`config.mk`:
```
export PLATFORM = sky130hd
export DESIGN_NAME = mux_arbiter
export DESIGN_NICKNAME = d
export VERILOG_FILES = /design/src/rtl/mux_arb_pkg.sv /design/src/rtl/mux_arbiter_rr_pick.sv /design/src/rtl/mux_arbiter.sv
export SDC_FILE = /design/constraint.sdc
export NUM_CORES = 1
export LEC_CHECK = 0
export CAP_MARGIN = 0
export CORE_UTILIZATION = 33
export DETAILED_ROUTE_END_ITERATION = 16
export PLACE_DENSITY = 0.75
export SLEW_MARGIN = 25
export SYNTH_ARGS = -nofsm -noshare
export SYNTH_HDL_FRONTEND = slang
export SYNTH_SLANG_ARGS = --single-unit
```
`constraint.sdc`:
```
create_clock -name clk -period 2.8 [get_ports clk]
set_clock_uncertainty 0.2 [all_clocks]
set_input_delay 0.84 -clock clk [delete_from_list [all_inputs] [get_ports clk]]
set_output_delay 0.84 -clock clk [all_outputs]
set_load 0.01 [all_outputs]
```
`src/rtl/mux_arb_pkg.sv`:
```
// Shared constants and state encoding for the 4-way round-robin mux arbiter.
package mux_arb_pkg;

  localparam int unsigned NUM_REQ = 4;
  localparam int unsigned SEL_W   = 2;

  // Requester 0 is searched first after reset.
  localparam logic [SEL_W-1:0] LAST_GRANT_RST = 2'd3;

  typedef enum logic {
    EMPTY = 1'b0,
    FULL  = 1'b1
  } state_t;

endpackage

```
`src/rtl/mux_arbiter_rr_pick.sv`:
```
// Combinational round-robin winner search: first asserted req bit at or after last+1, wrapping.
module rr_pick
  import mux_arb_pkg::*;
(
  input  logic [NUM_REQ-1:0] req,
  input  logic [SEL_W-1:0]   last,
  output logic               any,
  output logic [SEL_W-1:0]   idx
);

  logic [SEL_W-1:0] cand;

  // NUM_REQ == 2**SEL_W, so the SEL_W-bit add wraps modulo NUM_REQ.
  always_comb begin
    any  = 1'b0;
    idx  = '0;
    cand = '0;
    for (int unsigned k = 1; k <= NUM_REQ; k++) begin
      cand = last + SEL_W'(k);
      if (!any && req[cand]) begin
        any = 1'b1;
        idx = cand;
      end
    end
  end

endmodule

```
`src/rtl/mux_arbiter.sv`:
```
// 4-way round-robin arbiter feeding a one-entry registered output slot.
// Optional per-requester grant counters: define MUX_ARB_GRANT_CNT_EN.
module mux_arbiter
  import mux_arb_pkg::*;
#(
  parameter int unsigned DATA_W = 8,
  parameter int unsigned CNT_W  = 16
) (
  input  logic                      clk,
  input  logic                      rst_n,
  input  logic [NUM_REQ-1:0]        req_valid,
  input  logic [NUM_REQ*DATA_W-1:0] req_data,
  output logic [NUM_REQ-1:0]        req_ready,
  output logic                      out_valid,
  output logic [DATA_W-1:0]         out_data,
  output logic [SEL_W-1:0]          out_sel,
  input  logic                      out_ready
`ifdef MUX_ARB_GRANT_CNT_EN
  ,
  output logic [NUM_REQ*CNT_W-1:0]  grant_cnt
`endif
);

  if (CNT_W == 0) begin : g_cnt_w_chk
    $error("mux_arbiter: CNT_W must be at least 1");
  end

  state_t             state;
  logic [SEL_W-1:0]   last_grant;
  logic               any;
  logic [SEL_W-1:0]   win;
  logic               load_en;
  logic               accept;
  logic [DATA_W-1:0]  words [NUM_REQ];

  rr_pick u_rr_pick (
    .req  (req_valid),
    .last (last_grant),
    .any  (any),
    .idx  (win)
  );

  always_comb begin
    for (int unsigned k = 0; k < NUM_REQ; k++) begin
      words[k] = req_data[k*DATA_W +: DATA_W];
    end
  end

  assign out_valid = (state == FULL);
  assign load_en   = !out_valid || out_ready;
  assign accept    = load_en && any;

  // Handshake is combinational, so it is gated by rst_n to stay quiet during reset.
  always_comb begin
    req_ready = '0;
    if (accept && rst_n) begin
      req_ready[win] = 1'b1;
    end
  end

  always_ff @(posedge clk or negedge rst_n) begin
    if (!rst_n) begin
      state      <= EMPTY;
      out_data   <= '0;
      out_sel    <= '0;
      last_grant <= LAST_GRANT_RST;
    end else if (accept) begin
      state      <= FULL;
      out_data   <= words[win];
      out_sel    <= win;
      last_grant <= win;
    end else if (out_ready) begin
      state      <= EMPTY;
    end
  end

`ifdef MUX_ARB_GRANT_CNT_EN
  logic [CNT_W-1:0] cnt [NUM_REQ];

  always_ff @(posedge clk or negedge rst_n) begin
    if (!rst_n) begin
      for (int unsigned k = 0; k < NUM_REQ; k++) begin
        cnt[k] <= '0;
      end
    end else if (accept) begin
      cnt[win] <= cnt[win] + CNT_W'(1);
    end
  end

  always_comb begin
    for (int unsigned k = 0; k < NUM_REQ; k++) begin
      grant_cnt[k*CNT_W +: CNT_W] = cnt[k];
    end
  end
`endif

endmodule

```
---- After elaboration in Yosys (flattened, before gate mapping) ----
Cells that the tools add are included.
word-level totals
  register bits ........................... 13
  output and inout bits ................... 15
  word-level logic and storage cells ...... 51
  input bits .............................. 39
operators by class
  bitwise gates (word level) .............. 1
  reduce and logical (&&, ||, !) cells .... 12
  $lt $le $gt $ge ......................... 7
  multiplexer cells ....................... 24
  add/subtract/negate cells ............... 3
operator list
  cell                                                                                 count
  8-bit binary-select mux with 2-bit select                                            1
  8-bit two-way mux                                                                    2
  2-bit by 3-bit < comparator with 1-bit output, second input constant                 5
  1-bit two-way mux                                                                    11
  1-bit binary-select mux with 2-bit select                                            4
  2-bit two-way mux                                                                    4
  1-bit logical AND                                                                    6
  2-bit adder, second input constant                                                   2
  1-bit logical NOT                                                                    4
  4-bit two-way mux                                                                    1
  3-bit greater-or-equal comparator, second input constant                             1
  2-bit inverter with 3-bit output                                                     1
  2-bit by 1-bit adder with 2-bit output, second input constant                        1
  1-bit demux with 2-bit select                                                        1
  2-bit by 1-bit greater-or-equal comparator with 1-bit output, second input constant  1
  2-bit nonzero test                                                                   1
  1-bit logical OR                                                                     1

---- Logic depth before layout (Yosys ltp) ----
  depth after elaboration ................. 18
  gate-level depth with buffers ........... 7

---- Hierarchy ----
A second synthesis with hierarchy kept.
second synthesis, totals
  cell total of the unflattened synthesis .. 61
  area total of the unflattened synthesis .. 839.6 sq um
by module, submodules not included
  module       times used  area an instance (sq um)  seq. area each (sq um)  cells an instance
  mux_arbiter  1           748.2                     327.8                   47
  rr_pick      1           91.3                      0.0                     14

---- Worst setup path before layout ----
OpenSTA, ideal clock, no wires.
  kind .................................... input to output
  start point ............................. input port req_valid[0]
  end point ............................... output port req_ready[0]
  data arrival time ....................... 1951 ps
  stages on the path ...................... 6
  setup slack ............................. -191 ps
  buffers on the path ..................... 2
  cells stage by stage .................... buf_2 nor4_2 a21oi_1 buf_2 nand3_1 nor2_1
between the ends
  longest elaborated chain between the ends .. 17
  elaborated cells on any way between the ends .. 30
  those cells by class .................... order compare: 2; mux: 19; reduce/logical: 9
ends and longest elaborated chain
  item                                                                                                                                                 line                       RTL
  start: declaration                                                                                                                                   mux_arbiter.sv:11          input logic [NUM_REQ-1:0] req_valid,
  1-bit binary-select mux with 2-bit select                                                                                                            mux_arbiter_rr_pick.sv:20  if (!any && req[cand]) begin
  1-bit two-way mux (implied by the code)                                                                                                              mux_arbiter_rr_pick.sv:20
  1-bit two-way mux                                                                                                                                    mux_arbiter_rr_pick.sv:20
  1-bit logical NOT                                                                                                                                    mux_arbiter_rr_pick.sv:20
  1-bit logical AND                                                                                                                                    mux_arbiter_rr_pick.sv:20
  1-bit two-way mux                                                                                                                                    mux_arbiter_rr_pick.sv:20
  1-bit logical NOT                                                                                                                                    mux_arbiter_rr_pick.sv:20
  1-bit logical AND                                                                                                                                    mux_arbiter_rr_pick.sv:20
  1-bit two-way mux                                                                                                                                    mux_arbiter_rr_pick.sv:20
  1-bit logical NOT                                                                                                                                    mux_arbiter_rr_pick.sv:20
  1-bit logical AND                                                                                                                                    mux_arbiter_rr_pick.sv:20
  2-bit two-way mux                                                                                                                                    mux_arbiter_rr_pick.sv:20
  2-bit by 3-bit < comparator with 1-bit output (implied by the code) or 2-bit by 1-bit greater-or-equal comparator with 1-bit output (tied branches)  mux_arbiter.sv:57          req_ready[win] = 1'b1;
  1-bit logical AND (implied by the code)                                                                                                              mux_arbiter.sv:57
  1-bit two-way mux (implied by the code)                                                                                                              mux_arbiter.sv:57
  1-bit demux with 2-bit select                                                                                                                        mux_arbiter.sv:57
  4-bit two-way mux *                                                                                                                                  mux_arbiter.sv:56          if (accept && rst_n) begin
  end: declaration                                                                                                                                     mux_arbiter.sv:13          output logic [NUM_REQ-1:0] req_ready,
Mark *: on every way between the ends. The rest lies on a longest branch, timed or not. The select of a mux whose other input is x is not followed.

---- Final worst setup path ----
  start point ............................. input port req_valid[1]
  end point ............................... output port req_ready[2]
Same word-level chain as after synthesis.

==> key figures <==
Floorplanning
  – Core Box Area: 2540 um2
  – I/O pin count: 54
  – Chip height: 54.4 um
  – Die width: 54.4 um
  – Rows: 18
  – Total Die Area: 2960 um2
  – Effective utilization at floorplan: 35.6%

Yosys
  – Share of synthesized cell area in full adder, half adder and majority cells: 0%
  – Share of the synthesized area in the top cell type: 30.3%
  – Mux contribution to synthesized area: 11.2%
  – Most area-consuming cells after synthesis: sky130_fd_sc_hd__dfrtp_1, sky130_fd_sc_hd__a211oi_1, sky130_fd_sc_hd__mux2i_1
  – Number of warnings printed during yosys synthesis: 0
  – #FFs+latches synth: 13
  – Syn_nets: 130
  – Number of unique standard cell types used by synthesis: 26
  – Portion of the post-synthesis area used by sequential elements: 36.1%
  – Cells after Synth: 91
  – Fraction of the mapped netlist area in compound gates: 33.0%
  – Main combinational cell family by area after synthesis: compound AO/OA/AOI/OAI gates
  – Mean Syn Cell Area: 9.97 um2
  – Parity-gate share of the synthesized area counting xor and xnor cells: 0%
  – Largest area contributor in the synthesized netlist: sky130_fd_sc_hd__dfrtp_1
  – Synthesized-area fraction occupied by and/or/nand/nor cells: 14.8%
  – Cell area after synthesis: 907 um2

Pwr
  – Clock share of power: 14.6%
  – Switching share of total power: 33.9%
  – Pwr/cell area: 483 nW/um2
  – Flop pwr share: 32.7%
  – Static Leakage: 0.781 nW
  – Net load switching power: 0.000277 W
  – Cell-internal power: 0.000540 W
  – Overall power of the completed layout: 0.000818 W
  – Largest voltage drop on the vdd net: 0.000320 V
  – Proportion of power drawn by combinational gates: 52.6%

Clock network
  – Maximum buffer depth of the clock tree: 2
  – CTS clk-pin slew, worst paths: 0.08 ns
  – Root Driver: sky130_fd_sc_hd__clkbuf_4
  – Clk sink count: 13
  – Clock latency at the later pin of the worst-skew pair: 0.29 ns
  – Hold-fix buffers, CTS: 0
  – Clock tree from TritonCTS: done
  – Total clock buffers created by CTS: 3
  – H-Tree Level Count: 1

Global route
  – Number of antenna violations at the first check in global routing: 0
  – Maximum number of pins on one net before global-route repair: 15
  – Global-route wire length before repair: 4770 um
  – Global routing usage summed across all routing layers: 22.9%
  – Vias in the first global route: 1068
  – Remaining Overflow, GRT: 0

Cells and area
  – Fillers: 212
  – Final net count: 208
  – Area occupied by multi-input gates: 588 um2
  – Signed area change from the synthesized netlist to the final layout: 86.8%
  – FF/Latch Area: 328 um2
  – Final instance area: 1690 um2
  – Fraction of layout instances using a drive strength above 1: 33.3%
  – Number of inserted diodes: 0

Timing
  – Highest attainable clock frequency: 354 MHz
  – Fin worst setup slack: -0.0210 ns
  – Worst-Margin Slew: 0.292 ns
  – Setup-violating endpoint count in the final report: 1
  – Final Hold Vio Count: 0
  – Slew Viols, Final: 0
  – Tmin final: 2.82 ns
  – Total negative slack for setup checks: -0.0210 ns
  – Share of the clock period used by the worst path: 101%
  – RSZ-0062 raised after global routing: true
  – Normalized max-slew margin: 80.4%

Placed design
  – DP HPWL: 2250 um
  – Setup WS pre-CTS: -0.863 ns
  – Buffers added on ports: 53
  – Final weighted congestion in routability-driven placement: 0.809
  – Post-placement cell area: 1610 um2

Run status
  – Violations in the final reports: negative setup slack
  – Run status: complete, but fails checks

Critical path
  – Reg-to-reg slack, setup: 0.60 ns
  – Slowest cell on the critical path: sky130_fd_sc_hd__nor4_4
  – Maximum fanout encountered on the critical timing path: 4
  – Data arrival time of the critical path: 1.78 ns
  – Delay of the slowest critical-path stage: 0.34 ns
  – Reg-to-Reg End: out_data[1]
  – Crit Path Category: input pin to output port
  – Cell-by-cell listing of the critical path: buf_8, buf_6, nor4_4, a21oi_4, nand3_2, nor2_2, buf_2
  – Worst reg2reg path depth: 6
  – Startpoint kind of the worst setup timing path: input pin
  – Reg2reg start: last_grant[1]
  – Required time of the critical path: 1.76 ns
  – Type of element capturing the critical path: output port

Drt
  – Number of vias per cell after detailed routing: 5.23
  – Iteration-0 DRC count of the detailed router: 12
  – Total length of routed wires: 2960 um
  – Antenna viol nets, final: 0
  – Post-detailed-route DRC marker count: 0
  – Count of TritonRoute iterations in the first routing pass: 4
  – Total via count in the routed design: 1035
  – Routed length per placed instance: 15.0 um

Hold path
  – Endpoint of the worst hold path: out_sel[1]
  – Worst hold-check path type: flop to flop
  – Worst hold path stage count: 1
  – Hold Startpoint: out_sel[1]

Run
  – Max-capacitance violation count: 0
## power groups by stage
stage | sequential (W) | clock [W] | combinational (W)
3_3_place_gp | 0.000268 | 0 | 0.000404
2_1_floorplan | 0.000286 | 0 | 0.000182
3_5_place_dp | 0.000269 | 0 | 0.000412
4_1_cts | 0.000267 | 0.000127 | 0.000424
5_1_grt | 0.000275 | 0.000129 | 0.000466
6_report | 0.000267 | 0.000120 | 0.000430
## cells by family (layout without fill, tap and decap cells)
family,count (synthesis),in the layout
AOI/OAI and AO/OA,34,34
buffers and inverters,6,83
DFF,13,13
muxes,10,10
and+or+nand+nor,28,28
## cells in the mapped netlist
master                     count
sky130_fd_sc_hd__o311ai_1      1
sky130_fd_sc_hd__a21oi_1       4
sky130_fd_sc_hd__inv_1         2
sky130_fd_sc_hd__o21ai_2       1
sky130_fd_sc_hd__dfrtp_1      11
sky130_fd_sc_hd__a21o_1        3
sky130_fd_sc_hd__o211a_1       7
sky130_fd_sc_hd__nor4_2        1
sky130_fd_sc_hd__dfstp_2       2
sky130_fd_sc_hd__o22a_1        1
sky130_fd_sc_hd__buf_12        1
sky130_fd_sc_hd__o21a_4        1
sky130_fd_sc_hd__nor2b_1       1
sky130_fd_sc_hd__nor2_1       14
sky130_fd_sc_hd__mux2_1        1
sky130_fd_sc_hd__or2_2         1
sky130_fd_sc_hd__a211oi_1     14
sky130_fd_sc_hd__o31ai_4       1
sky130_fd_sc_hd__nand2_1       4
sky130_fd_sc_hd__nand2b_1      2
sky130_fd_sc_hd__buf_4         1
sky130_fd_sc_hd__a21boi_4      1
sky130_fd_sc_hd__nand3_1       4
sky130_fd_sc_hd__buf_2         2
sky130_fd_sc_hd__and3b_1       1
sky130_fd_sc_hd__mux2i_1       9
## flip-flops by register name, indices dropped and copies added, names as in the netlist
name and cells:
out_data 8, last_grant 2, out_sel 2, out_valid 1
## layer usage
layer | GRT usage [%] | wire length, um | vias up
li1 | - | - | 501
met1 | 25.0 | 1140 | 488
met2 | 43.5 | 1600 | 40
met3 | 4.72 | 166 | 6
met4 | 6.84 | 54 | 0
met5 | 0 | 0 | -
## metrics by stage
| stage | cells | hold slack [ns] | util (%) |
|---|---|---|---|
| 2_1_floorplan | 91 | 0.291 | - |
| 3_3_place_gp | 190 | 0.266 | 63.2 |
| 3_5_place_dp | 190 | 0.278 | 63.2 |
| 4_1_cts | 198 | 0.296 | 66.2 |
| 5_1_grt | 198 | 0.317 | 66.6 |
| 6_report | 198 | 0.288 | 66.6 |
## critical path: cells and delay by family
kind            cells  cell delay (ns)
compound gates      1             0.07
buf+inv             3             0.36
simple gates        3             0.51
## how the worst max path moves through the flow
stage / start / end / slack [ns]
after floorplan: req_valid[2] / req_ready[1] / 0.02
after global placement: req_valid[3] / req_ready[0] / -0.81
after detailed placement: req_valid[3] / req_ready[0] / -0.86
after CTS: req_valid[3] / req_ready[0] / -0.05
after global routing: last_grant[1] / req_ready[2] / -0.07
final: req_valid[1] / req_ready[2] / -0.02
## cell usage in the layout, fill, tap and decap left out, types with 2 or more instances in the layout
cell type and n:
sky130_fd_sc_hd__buf_4 22, sky130_fd_sc_hd__nor2_1 10, sky130_fd_sc_hd__a21oi_1 2, sky130_fd_sc_hd__mux2i_1 9
sky130_fd_sc_hd__nand2_1 4, sky130_fd_sc_hd__clkdlybuf4s50_1 43, sky130_fd_sc_hd__a211oi_1 14, sky130_fd_sc_hd__buf_2 5
sky130_fd_sc_hd__a21oi_4 2, sky130_fd_sc_hd__o211a_1 7, sky130_fd_sc_hd__nand3_1 2, sky130_fd_sc_hd__a21o_1 3
sky130_fd_sc_hd__dfrtp_1 11, sky130_fd_sc_hd__nand3_2 2, sky130_fd_sc_hd__nand2b_1 2, sky130_fd_sc_hd__buf_8 2
sky130_fd_sc_hd__inv_2 2, sky130_fd_sc_hd__buf_6 3, sky130_fd_sc_hd__dfstp_2 2, sky130_fd_sc_hd__clkbuf_4 3
sky130_fd_sc_hd__nor2_2 4
## final cells by class
type,instances,area share (%)
timing repair buffer,77,41.7
clock inverter,1,0.295
sequential,13,19.4
multi-input combinational,72,34.7
tap,30,2.22
inverter,2,0.443
clock buffer,3,1.33
## timing repair
item	CTS	global route
gates resized for setup	47	8
buffers inserted	4	1
pin swaps	9	7
setup endpoints to repair	4	4
Note: power is estimated with default switching activity, not from simulation.
